<file path="config.mk">
export PLATFORM = sky130hd
export DESIGN_NAME = gcd_bus_master
export DESIGN_NICKNAME = d
export VERILOG_FILES = /design/src/rtl/gcd_bus_master.sv
export SDC_FILE = /design/constraint.sdc
export NUM_CORES = 1
export LEC_CHECK = 0
export CORE_MARGIN = 2
export CORE_UTILIZATION = 36
export CTS_BUF_LIST = sky130_fd_sc_hd__clkbuf_2 sky130_fd_sc_hd__clkbuf_4 sky130_fd_sc_hd__clkbuf_8
export DETAILED_ROUTE_END_ITERATION = 10
export PLACE_DENSITY = 0.71
export SLEW_MARGIN = 5
export SYNTH_ARGS = -nofsm -noshare
export SYNTH_HDL_FRONTEND = slang
export SYNTH_SLANG_ARGS = --single-unit
</file>
<file path="constraint.sdc">
create_clock -name clk -period 4.4 [get_ports clk]
set_input_delay 0.88 -clock clk [delete_from_list [all_inputs] [get_ports clk]]
set_output_delay 0.88 -clock clk [all_outputs]
set_load 0.01 [all_outputs]
</file>
<file path="src/rtl/gcd_bus_master.sv">
// Register-bus initiator for the GPIO/GCD peripheral: loads operands, starts it,
// waits for busy to rise and fall, reads back W and returns it on a result port.
module gcd_bus_master #(
  parameter logic [15:0] ADDR_A1    = 16'h0100,
  parameter logic [15:0] ADDR_A2    = 16'h0108,
  parameter logic [15:0] ADDR_CTRL  = 16'h00F0,
  parameter logic [15:0] ADDR_S     = 16'h00F8,
  parameter logic [15:0] ADDR_W     = 16'h0120,
  parameter int unsigned BUSY_BIT   = 3,
  parameter int unsigned ARM_LIMIT  = 4,
  parameter int unsigned POLL_LIMIT = 65535
) (
  input  logic        clk,
  input  logic        reset,
  input  logic        job_valid,
  output logic        job_ready,
  input  logic [31:0] job_a,
  input  logic [31:0] job_b,
  output logic        res_valid,
  input  logic        res_ready,
  output logic [31:0] res_data,
  output logic        res_err,
  output logic [15:0] saddress,
  output logic        srd,
  output logic        swr,
  output logic [31:0] sdata_out,
  input  logic [31:0] sdata_in
);

  typedef enum logic [3:0] {
    IDLE, WR_A1, WR_A2, WR_GO, ARM_RD, ARM_CHK,
    WR_STOP, POLL_RD, POLL_CHK, RD_W, RD_CAP, RESP
  } state_t;

  localparam logic [15:0] ARM_MAX  = 16'(ARM_LIMIT);
  localparam logic [15:0] POLL_MAX = 16'(POLL_LIMIT);

  state_t      state;
  logic [31:0] op_b;
  logic [15:0] arm_cnt;
  logic [15:0] poll_cnt;
  logic        busy;

  assign busy = sdata_in[BUSY_BIT];

  // Outputs are loaded on the edge that enters a state, so each strobe is high
  // during exactly the cycle its state is active. Operand A goes straight into
  // sdata_out on acceptance; only B needs holding for the second write.
  always_ff @(posedge clk or posedge reset) begin
    if (reset) begin
      state     <= IDLE;
      job_ready <= 1'b1;
      res_valid <= 1'b0;
      res_err   <= 1'b0;
      res_data  <= '0;
      saddress  <= '0;
      srd       <= 1'b0;
      swr       <= 1'b0;
      sdata_out <= '0;
      op_b      <= '0;
      arm_cnt   <= '0;
      poll_cnt  <= '0;
    end else begin
      srd <= 1'b0;
      swr <= 1'b0;
      case (state)
        IDLE: begin
          if (job_valid) begin
            job_ready <= 1'b0;
            op_b      <= job_b;
            arm_cnt   <= '0;
            poll_cnt  <= '0;
            if (job_a == '0 || job_b == '0) begin
              state     <= RESP;
              res_valid <= 1'b1;
              res_err   <= 1'b1;
              res_data  <= '0;
            end else begin
              state     <= WR_A1;
              swr       <= 1'b1;
              saddress  <= ADDR_A1;
              sdata_out <= job_a;
            end
          end
        end
        WR_A1: begin
          state     <= WR_A2;
          swr       <= 1'b1;
          saddress  <= ADDR_A2;
          sdata_out <= op_b;
        end
        WR_A2: begin
          state     <= WR_GO;
          swr       <= 1'b1;
          saddress  <= ADDR_CTRL;
          sdata_out <= 32'd1;
        end
        WR_GO: begin
          state    <= ARM_RD;
          srd      <= 1'b1;
          saddress <= ADDR_S;
        end
        ARM_RD: state <= ARM_CHK;
        ARM_CHK: begin
          // An unseen busy pulse after the retry budget means it already finished.
          if (!busy && arm_cnt < ARM_MAX) begin
            arm_cnt  <= arm_cnt + 16'd1;
            state    <= ARM_RD;
            srd      <= 1'b1;
            saddress <= ADDR_S;
          end else begin
            state     <= WR_STOP;
            swr       <= 1'b1;
            saddress  <= ADDR_CTRL;
            sdata_out <= '0;
          end
        end
        WR_STOP: begin
          state    <= POLL_RD;
          srd      <= 1'b1;
          saddress <= ADDR_S;
        end
        POLL_RD: state <= POLL_CHK;
        POLL_CHK: begin
          if (!busy) begin
            state    <= RD_W;
            srd      <= 1'b1;
            saddress <= ADDR_W;
          end else if (poll_cnt < POLL_MAX) begin
            poll_cnt <= poll_cnt + 16'd1;
            state    <= POLL_RD;
            srd      <= 1'b1;
            saddress <= ADDR_S;
          end else begin
            state     <= RESP;
            res_valid <= 1'b1;
            res_err   <= 1'b1;
            res_data  <= '0;
          end
        end
        RD_W: state <= RD_CAP;
        RD_CAP: begin
          state     <= RESP;
          res_valid <= 1'b1;
          res_err   <= 1'b0;
          res_data  <= sdata_in;
        end
        RESP: begin
          if (res_ready) begin
            state     <= IDLE;
            res_valid <= 1'b0;
            job_ready <= 1'b1;
          end
        end
        default: begin
          state     <= IDLE;
          res_valid <= 1'b0;
          job_ready <= 1'b1;
        end
      endcase
    end
  end

endmodule

</file>
==> impl_metrics.tcl, run 1 <==
set metrics [dict create \
    clk_pin_slew_ns 0.07 \
    combPwrFrac_pct 42.3 \
    diodes 0 \
    syn_area_per_cell_um2 10.6 \
    remaining_drc_errors 0 \
    grt_pass1_vias 5163 \
    grt_max_degree 44 \
    clockBufferDepth 2 \
    post-route-period-util_pct 73.7 \
    power_per_cell_area_mw_per_mm2 654 \
    drt_iter0_markers 311 \
    finalSetupViolCount 0 \
    netlist_area_mm2 0.00646 \
    cp_data_arrival_time_ns 3.56 \
    synthTopCellsByArea "dfrtp_1 54%, a22o_1 8.5%, nand2_1 7.0%" \
    p_clk_share_pct 19.9 \
    ant_nets 0 \
    wl_per_cell_um 17.1 \
    overflow 0 \
    layout_setup_ws_ns 1.16 \
    p_seq_share_pct 37.8 \
    status "finished clean" \
    place_ws_ns 0.753 \
    grt_pass1_wl_um 27100 \
    synth_cell_types 56 \
    cap_viol_max_count 0 \
    grt_setup_unrepaired "no" \
    slew_viol_final 0 \
    worst_path_largest_cell_delay_ns 0.70 \
    start_kind "primary input" \
    yosysTopAreaCell "dfrtp_1" \
    die_x_um 138 \
    hold_buffers 0 \
    final_area_mm2 0.00881 \
    synth_edf_count 0 \
    cp.buffers_inverters 1 \
    swShare_pct 34.2 \
    post_cts_resized 0 \
    yosysWarningCount 0 \
    layout-drive-gt1-share_pct 9.54 \
    area_growth_pct 36.4 \
    synth-seq-area-share_pct 54.6 \
    ir_drop_uv 335 \
    fmax_mhz 308 \
    hold_slack_ns 0.461 \
    cts-buffers-inserted 17 \
    crit_required_ns 4.72 \
    synth_seq_cells 141 \
    totalNegativeSetupSlack_ns 0 \
    critPathSlowestCell "nor4_1" \
    worstSkewPairLatency_ns 0.44 \
    fin_skew_ns 0.00853 \
    post-cts-setup-buffers 0 \
    crit_family "simple AND/OR/NAND/NOR gates" \
    vias 5328 \
    num_rows 48 \
    dp_cells 979 \
    nets 875 \
    p_switching_mw 1.97 \
    htreeDepth 4 \
    coreArea_mm2 0.0174 \
    dr.pass1.iters 4 \
    io_buffers 174 \
    hp-class "register to register" \
    die_h_um 138 \
    drt-total-wl_um 17300 \
    tightest_slew_ns 1.13 \
    crit_chain "clkdlybuf4s50_1, nor4_1, nand4_1, o22ai_1, a21oi_4, mux2_1" \
    grtUsageTotal_pct 18.6 \
    instances_no_fill 1011 \
    endpoint_kind "register" \
    synthCells 612 \
    start_util_pct 37.1 \
    async_reset_ff_share_pct 100 \
    clock-sinks 141 \
    gp_congestion 0.843 \
    hold_viol 0 \
    maxSlewHeadroom_pct 24.4 \
    root_buffer "clkbuf_8" \
    place_area_mm2 0.00837 \
    pin_count 185 \
    synthDominantCellAreaShare_pct 54.2 \
    cellLeakagePower_nw 3.91 \
    path_class "primary input to register" \
    cts_tree "yes" \
    viasPerCell 5.27 \
    die_area_mm2 0.0190 \
    fin_crit_ns 3.24 \
    p_int_mw 3.79 \
    antenna_found_initial 1 \
    place_hpwl_um 12200 \
    crit_fanout 33 \
    synth_ff_type "dfrtp_1" \
]
kinds of logic after synthesis:
family                     synth area share [%]
and+or+nand+nor                            18.3
DFF                                        54.6
AOI/OAI and AO/OA                          15.5
buffers and inverters                      4.51
muxes                                      5.91
xor gates and xnor gates                  0.813
adders and majority gates                 0.387
other                                    0.0580
worst reg2reg max path, delay by kind of cell (launching register included):
family	cells	cell delay, ns
and+or+nand+nor	2	1.10
AOI/OAI and AO/OA	2	0.69
muxes	1	0.35
DFF	1	0.64
synthesized netlist by cell type (all sizes together), types with 2 or more instances:
cell type	number
a211o	2
a211oi	2
a21oi	17
a22o	63
a22oi	2
a31oi	6
and2	9
and3	6
and4	5
buf	27
clkbuf	23
dfrtp	140
ha	2
inv	9
mux2	33
nand2	120
nand2b	2
nand3	7
nand4	14
nor2	22
nor2b	4
nor3	9
nor3b	3
nor4	24
nor4b	2
o21a	6
o21ai	18
o22ai	2
o31ai	6
o41ai	2
or3	2
or4	4
or4b	2
xnor2	3
xor2	3
sequential cells by signal, summed over array words and instances, names as in the netlist:
register   count
res_err        1
op_b          32
swr            1
poll_cnt      16
saddress       4
state          4
srd            1
arm_cnt       16
res_data      32
sdata_out     32
res_valid      1
job_ready      1
final timing paths:
check	startpoint	to	slack, ns	cells after the start
max in group asynchronous	reset	res_data[22]	2.77	3
min reg2reg	job_ready	job_ready	0.46	2
min in group asynchronous	reset	saddress[5]	0.87	2
max	job_a[5]	sdata_out[4]	1.16	6
min	job_ready	job_ready	0.46	2
max reg2reg	state[1]	saddress[5]	1.52	5
per-stage QoR:
step	util, %	total power [mW]
detailed placement	48.0	4.65
finish	50.6	5.76
global route	50.6	6.14
global placement	48.0	4.61
CTS	50.6	5.82
floorplan	-	3.56
area by class of cell:
class / instances / area (um2)
Fill cell: 1596 / 8600
Sequential cell: 141 / 3530
Multi-Input combinational cell: 421 / 2700
Timing Repair Buffer: 183 / 1820
Clock buffer: 23 / 317
Tap cell: 225 / 282
Clock inverter: 9 / 131
Inverter: 9 / 37.5
cells in the final DEF (no fill, tap or decap), types with 10 or more instances in the layout:
cell type,count
nand4_1,13
mux2_2,22
o21ai_0,16
dfrtp_1,140
a21oi_1,15
conb_1,10
nand2_1,120
nor4_1,23
a22o_1,63
clkbuf_8,23
clkdlybuf4s50_1,174
nor2_1,22
mux2_1,11
per-layer routing:
metal  GRT usage (%)  vias to the layer above  part of all wire, %
met5               0                        -                0.046
met4            6.63                        2                  1.5
met3            6.83                       21                  9.6
met2            27.6                      200                   44
met1            25.0                     2594                   45
li1                -                     2511                    -
power groups by stage:
| stage | Clock [mW] | Combinational (mW) | Sequential (mW) |
|---|---|---|---|
| 4_1_cts | 1.17 | 2.47 | 2.18 |
| 3_3_place_gp | 0 | 2.42 | 2.19 |
| 3_5_place_dp | 0 | 2.46 | 2.19 |
| 5_1_grt | 1.23 | 2.67 | 2.24 |
| 2_1_floorplan | 0 | 1.34 | 2.22 |
| 6_report | 1.14 | 2.44 | 2.18 |
(Power assumes the default switching activity.)
==> run 2, diff against run 1 <==
==> constraint.sdc (replaced) <==
create_clock -name clk -period 2.9 [get_ports clk]
set_input_delay 0.58 -clock clk [delete_from_list [all_inputs] [get_ports clk]]
set_output_delay 0.58 -clock clk [all_outputs]
set_load 0.01 [all_outputs]
==> impl_metrics.tcl, run 2 (synthesized netlist as in run 1, its figures left out) <==
set metrics [dict create \
    post-route-period-util_pct 85.1 \
    viasPerCell 5.25 \
    combPwrFrac_pct 43.6 \
    place_hpwl_um 12600 \
    hold_buffers 0 \
    final_common_cell "clkdlybuf4s50_1" \
    r2r_end "saddress[5]" \
    slew_viol_final 0 \
    post-cts-setup-buffers 0 \
    post_cts_resized 0 \
    drt-total-wl_um 17500 \
    totalNegativeSetupSlack_ns 0 \
    hp-class "primary input to asynchronous set/reset pin" \
    seqCellArea_mm2 0.00353 \
    cp_data_arrival_time_ns 2.79 \
    wl_per_cell_um 17.1 \
    ant_nets 0 \
    tightest_slew_ns 1.06 \
    p_switching_mw 3.09 \
    start_util_pct 37.1 \
    grt_pass1_vias 5278 \
    nets 888 \
    multiInputGateArea_mm2 0.00270 \
    htreeDepth 4 \
    mostFrequentLayoutCells "174 x clkdlybuf4s50_1, 140 x dfrtp_1, 120 x nand2_1, 63 x a22o_1, 23 x nor4_1" \
    p_seq_share_pct 35.7 \
    gp_congestion 0.814 \
    endpoint_kind "register" \
    crit_fanout 16 \
    r2r_cells 5 \
    status "finished clean" \
    p_int_mw 6.01 \
    drt_iter0_markers 309 \
    grt_setup_unrepaired "no" \
    area_growth_pct 39.0 \
    cap_viol_max_count 0 \
    io_buffers 174 \
    cellLeakagePower_nw 4.02 \
    layout-drive-gt1-share_pct 11.0 \
    dp_cells 992 \
    fin_skew_ns 0.0121 \
    instances_no_fill 1024 \
    coreArea_mm2 0.0174 \
    pin_count 185 \
    worst_path_largest_cell_delay_ns 0.53 \
    grt_pass1_wl_um 27300 \
    p_clk_share_pct 20.8 \
    remaining_drc_errors 0 \
    maxSlewHeadroom_pct 29.1 \
    cts_tree "yes" \
    die_h_um 138 \
    overflow 0 \
    hold_slack_ns 0.425 \
    num_rows 48 \
    fin_crit_ns 2.47 \
    diodes 0 \
    cts-buffers-inserted 17 \
    fillers 1584 \
    grt_max_degree 71 \
    worstReg2RegStart "state[1]" \
    die_area_mm2 0.0190 \
    worstSkewPairLatency_ns 0.45 \
    hold_viol 0 \
    grtUsageTotal_pct 18.7 \
    critPathSlowestCell "dfrtp_1" \
    ir_drop_uv 480 \
    root_buffer "clkbuf_8" \
    path_class "register to register" \
    start_kind "register" \
    reg_top3 "op_b: 32 flops, res_data: 32 flops, sdata_out: 32 flops" \
    fmax_mhz 405 \
    power_per_cell_area_mw_per_mm2 1010 \
    vias 5379 \
    crit_required_ns 3.22 \
    finalSetupViolCount 0 \
    clockBufferDepth 2 \
    die_x_um 138 \
    dr.pass1.iters 7 \
    clock-sinks 141 \
    crit_chain "nor4_4, and2_2, o221ai_1, a22oi_2, mux2_1" \
    clk_pin_slew_ns 0.08 \
    antenna_found_initial 0 \
    swShare_pct 33.9 \
    final_util_pct 51.6 \
    reg2reg_slack_ns 0.43 \
]
[run 2: cell types whose count changed in the layout (fill, tap and decap cells not counted)]
| cell | previous run | this run |
|---|---|---|
| clkinv_4 | 1 | 4 |
| clkinv_2 | 2 | 4 |
| bufinv_16 | 3 | 6 |
| buf_4 | 8 | 18 |
| clkbuf_8 | 23 | 17 |
| inv_6 | 0 | 1 |
| buf_12 | 1 | 4 |
| clkinvlp_4 | 4 | 1 |
[run 2: worst max-delay path, delay by kind of cell, from the launching register on]
family	cells	cell delay, ns
flip-flops	1	0.53
AND/OR/NAND/NOR	2	0.94
multiplexers	1	0.34
AO/OA/AOI/OAI	2	0.53
[run 2: power groups by stage]
stage / combinational, mW / sequential [mW] / clock (mW)
6_report: 3.96 / 3.25 / 1.89
5_1_grt: 4.32 / 3.34 / 2.02
4_1_cts: 4.01 / 3.25 / 1.93
3_5_place_dp: 3.97 / 3.28 / 0
3_3_place_gp: 3.90 / 3.27 / 0
2_1_floorplan: 2.04 / 3.37 / 0
[run 2: layout make-up]
class	instances	area share, %
timing repair buffer	196	21.8
inverter	9	0.418
sequential	141	39.3
clock buffer	17	2.61
multi-input combinational	421	30.0
tap	225	3.14
clock inverter	15	2.72
[run 2: stage by stage]
step                      total power, mW  area [um2]  setup slack, ns
after floorplan                      5.40        6500            0.558
after global placement               7.17        8500           0.0511
after detailed placement             7.25        8500         -0.00203
after CTS                            9.19        8980            0.437
after global routing                 9.69        8980            0.307
final                                9.10        8980            0.433
[run 2: layer usage]
layer | track usage, % | vias up | part of all wire, %
met5 | 0 | - | 0
li1 | - | 2549 | -
met2 | 29.1 | 231 | 45
met4 | 5.56 | 0 | 1.2
met1 | 24.5 | 2583 | 44
met3 | 7.05 | 16 | 9.9
[run 2: worst max path at each step]
stage | start | endpoint | slack, ns | cells after the start
finish | state[1] | saddress[5] | 0.43 | 5
global route | state[1] | saddress[5] | 0.31 | 5
CTS | state[1] | saddress[5] | 0.44 | 5
detailed placement | job_a[4] | sdata_out[10] | -0.002 | 9
global placement | job_a[4] | sdata_out[29] | 0.05 | 9
floorplan | reset | arm_cnt[0] | 0.56 | 1
==> run 3, diff against run 2 <==
--- a/config.mk
+++ b/config.mk
@@ -9,7 +9,7 @@
 export CORE_UTILIZATION = 36
 export CTS_BUF_LIST = sky130_fd_sc_hd__clkbuf_2 sky130_fd_sc_hd__clkbuf_4 sky130_fd_sc_hd__clkbuf_8
 export DETAILED_ROUTE_END_ITERATION = 10
-export PLACE_DENSITY = 0.71
+export PLACE_DENSITY = 0.68
 export SLEW_MARGIN = 5
 export SYNTH_ARGS = -nofsm -noshare
 export SYNTH_HDL_FRONTEND = slang
==> constraint.sdc (replaced) <==
create_clock -name clk -period 3.1 [get_ports clk]
set_input_delay 0.62 -clock clk [delete_from_list [all_inputs] [get_ports clk]]
set_output_delay 0.62 -clock clk [all_outputs]
set_load 0.01 [all_outputs]
==> impl_metrics.tcl, run 3 (synthesized netlist as in run 1, its figures left out) <==
set metrics [dict create \
    hp-class "register to register" \
    drt_iter0_markers 237 \
    grt_setup_unrepaired "no" \
    grt_pass1_wl_um 28100 \
    highest-signal-layer "met4" \
    remaining_drc_errors 0 \
    gp_congestion 0.800 \
    worst_path_largest_cell_delay_ns 0.90 \
    wl_per_cell_um 17.3 \
    hold_viol 0 \
    fin_crit_ns 2.62 \
    place_area_mm2 0.00845 \
    cellLeakagePower_nw 3.94 \
    status "finished clean" \
    crit_chain "clkdlybuf4s50_1, nor4_1, buf_4, nand4_1, o22ai_1, a21oi_4, mux2_2" \
    slew_viol_final 0 \
    start_kind "primary input" \
    pin_count 185 \
    post-route-period-util_pct 84.5 \
    cp_data_arrival_time_ns 2.95 \
    start_util_pct 37.1 \
    finalSetupViolCount 0 \
    grtUsageTotal_pct 19.2 \
    drt-total-wl_um 17700 \
    post_cts_resized 0 \
    viasPerCell 5.22 \
    cts-buffers-inserted 17 \
    endpoint_kind "register" \
    crit_fanout 33 \
    worstSkewPairLatency_ns 0.45 \
    root_buffer "clkbuf_8" \
    maxSlewHeadroom_pct 19.3 \
    power_per_cell_area_mw_per_mm2 919 \
    grt_pass1_vias 5374 \
    fin_skew_ns 0.0145 \
    vias 5317 \
    antenna_found_initial 0 \
    grt_max_degree 142 \
    dr_wl_met2_um 7780 \
    fmax_mhz 382 \
    total_power_mw 8.13 \
    final_area_mm2 0.00885 \
    ir_drop_uv 526 \
    die_area_mm2 0.0190 \
    crit_family "compound AO/OA/AOI/OAI gates" \
    area_growth_pct 37.0 \
    overflow 0 \
    reg_top3 "op_b: 32 flops, res_data: 32 flops, sdata_out: 32 flops" \
    dr.pass1.iters 4 \
    hold_slack_ns 0.463 \
    wl_met1_um 8050 \
    nets 883 \
    place_hpwl_um 12300 \
    coreArea_mm2 0.0174 \
    cp.buffers_inverters 2 \
    num_rows 48 \
    diodes 0 \
    ant_nets 0 \
    mostFrequentLayoutCells "174 x clkdlybuf4s50_1, 140 x dfrtp_1, 120 x nand2_1, 63 x a22o_1, 23 x nor4_1" \
    critPathSlowestCell "a21oi_4" \
    post-cts-setup-buffers 0 \
    dr_wl_met3_um 1580 \
    htreeDepth 4 \
    hold_buffers 0 \
    final_util_pct 50.8 \
    path_class "primary input to register" \
    tightest_slew_ns 1.21 \
    clock-sinks 141 \
    die_h_um 138 \
    cts_tree "yes" \
    layout-drive-gt1-share_pct 10.5 \
    crit_required_ns 3.43 \
    die_x_um 138 \
    final_common_cell "clkdlybuf4s50_1" \
    cap_viol_max_count 0 \
    io_buffers 174 \
    clk_pin_slew_ns 0.08 \
    clockBufferDepth 2 \
]
==> run 3: changes by cell type in the layout (fill, tap and decap cells not counted), sizes merged <==
cell and delta:
clkinv -1, bufinv -4, clkinvlp +4, buf -5, inv +1
==> run 3: per-stage QoR <==
stage               cells  worst slack [ns]  setup TNS (ns)
floorplan             621             0.718               0
global placement      987           0.00251               0
detailed placement    987           -0.0276          -0.470
CTS                  1019             0.465               0
global route         1019             0.327               0
finish               1019             0.480               0
==> run 3: area by class of cell <==
cell class                      count  area [um2]
Fill cell                        1585        8560
Clock buffer                       17         234
Inverter                            9        37.5
Tap cell                          225         282
Multi-Input combinational cell    421        2700
Clock inverter                     15         168
Sequential cell                   141        3530
Timing Repair Buffer              191        1910
==> run 3: worst register-to-register path, delay by kind of cell, from the launching register on <==
kind                   cells  cell delay (ns)
AND/OR/NAND/NOR            3             1.35
flip-flops                 1             0.60
AO/OA/AOI/OAI              2             0.28
buffers and inverters      1             0.26
==> run 3: metal layers <==
layer,track usage [%],vias to the layer above
met5,0,-
met4,6.07,0
met3,6.87,20
met2,29.0,181
met1,25.7,2588
li1,-,2528
==> run 3: power by group <==
| part | total, mW | internal, mW | switching [mW] |
|---|---|---|---|
| clock network | 1.49 | 0.726 | 0.768 |
| registers | 3.04 | 2.57 | 0.478 |
| logic | 3.59 | 1.95 | 1.65 |
==> run 3: worst paths after layout <==
kind | slack (ns) | cells past startpoint | from | to
setup / recovery | 0.48 | 7 | job_b[6] | sdata_out[1]
max in group asynchronous | 1.73 | 3 | reset | arm_cnt[15]
hold / removal | 0.46 | 2 | job_ready | job_ready
hold reg to reg | 0.46 | 2 | job_ready | job_ready
setup reg to reg | 0.53 | 6 | state[0] | poll_cnt[11]
min in group asynchronous | 0.66 | 3 | reset | res_data[2]
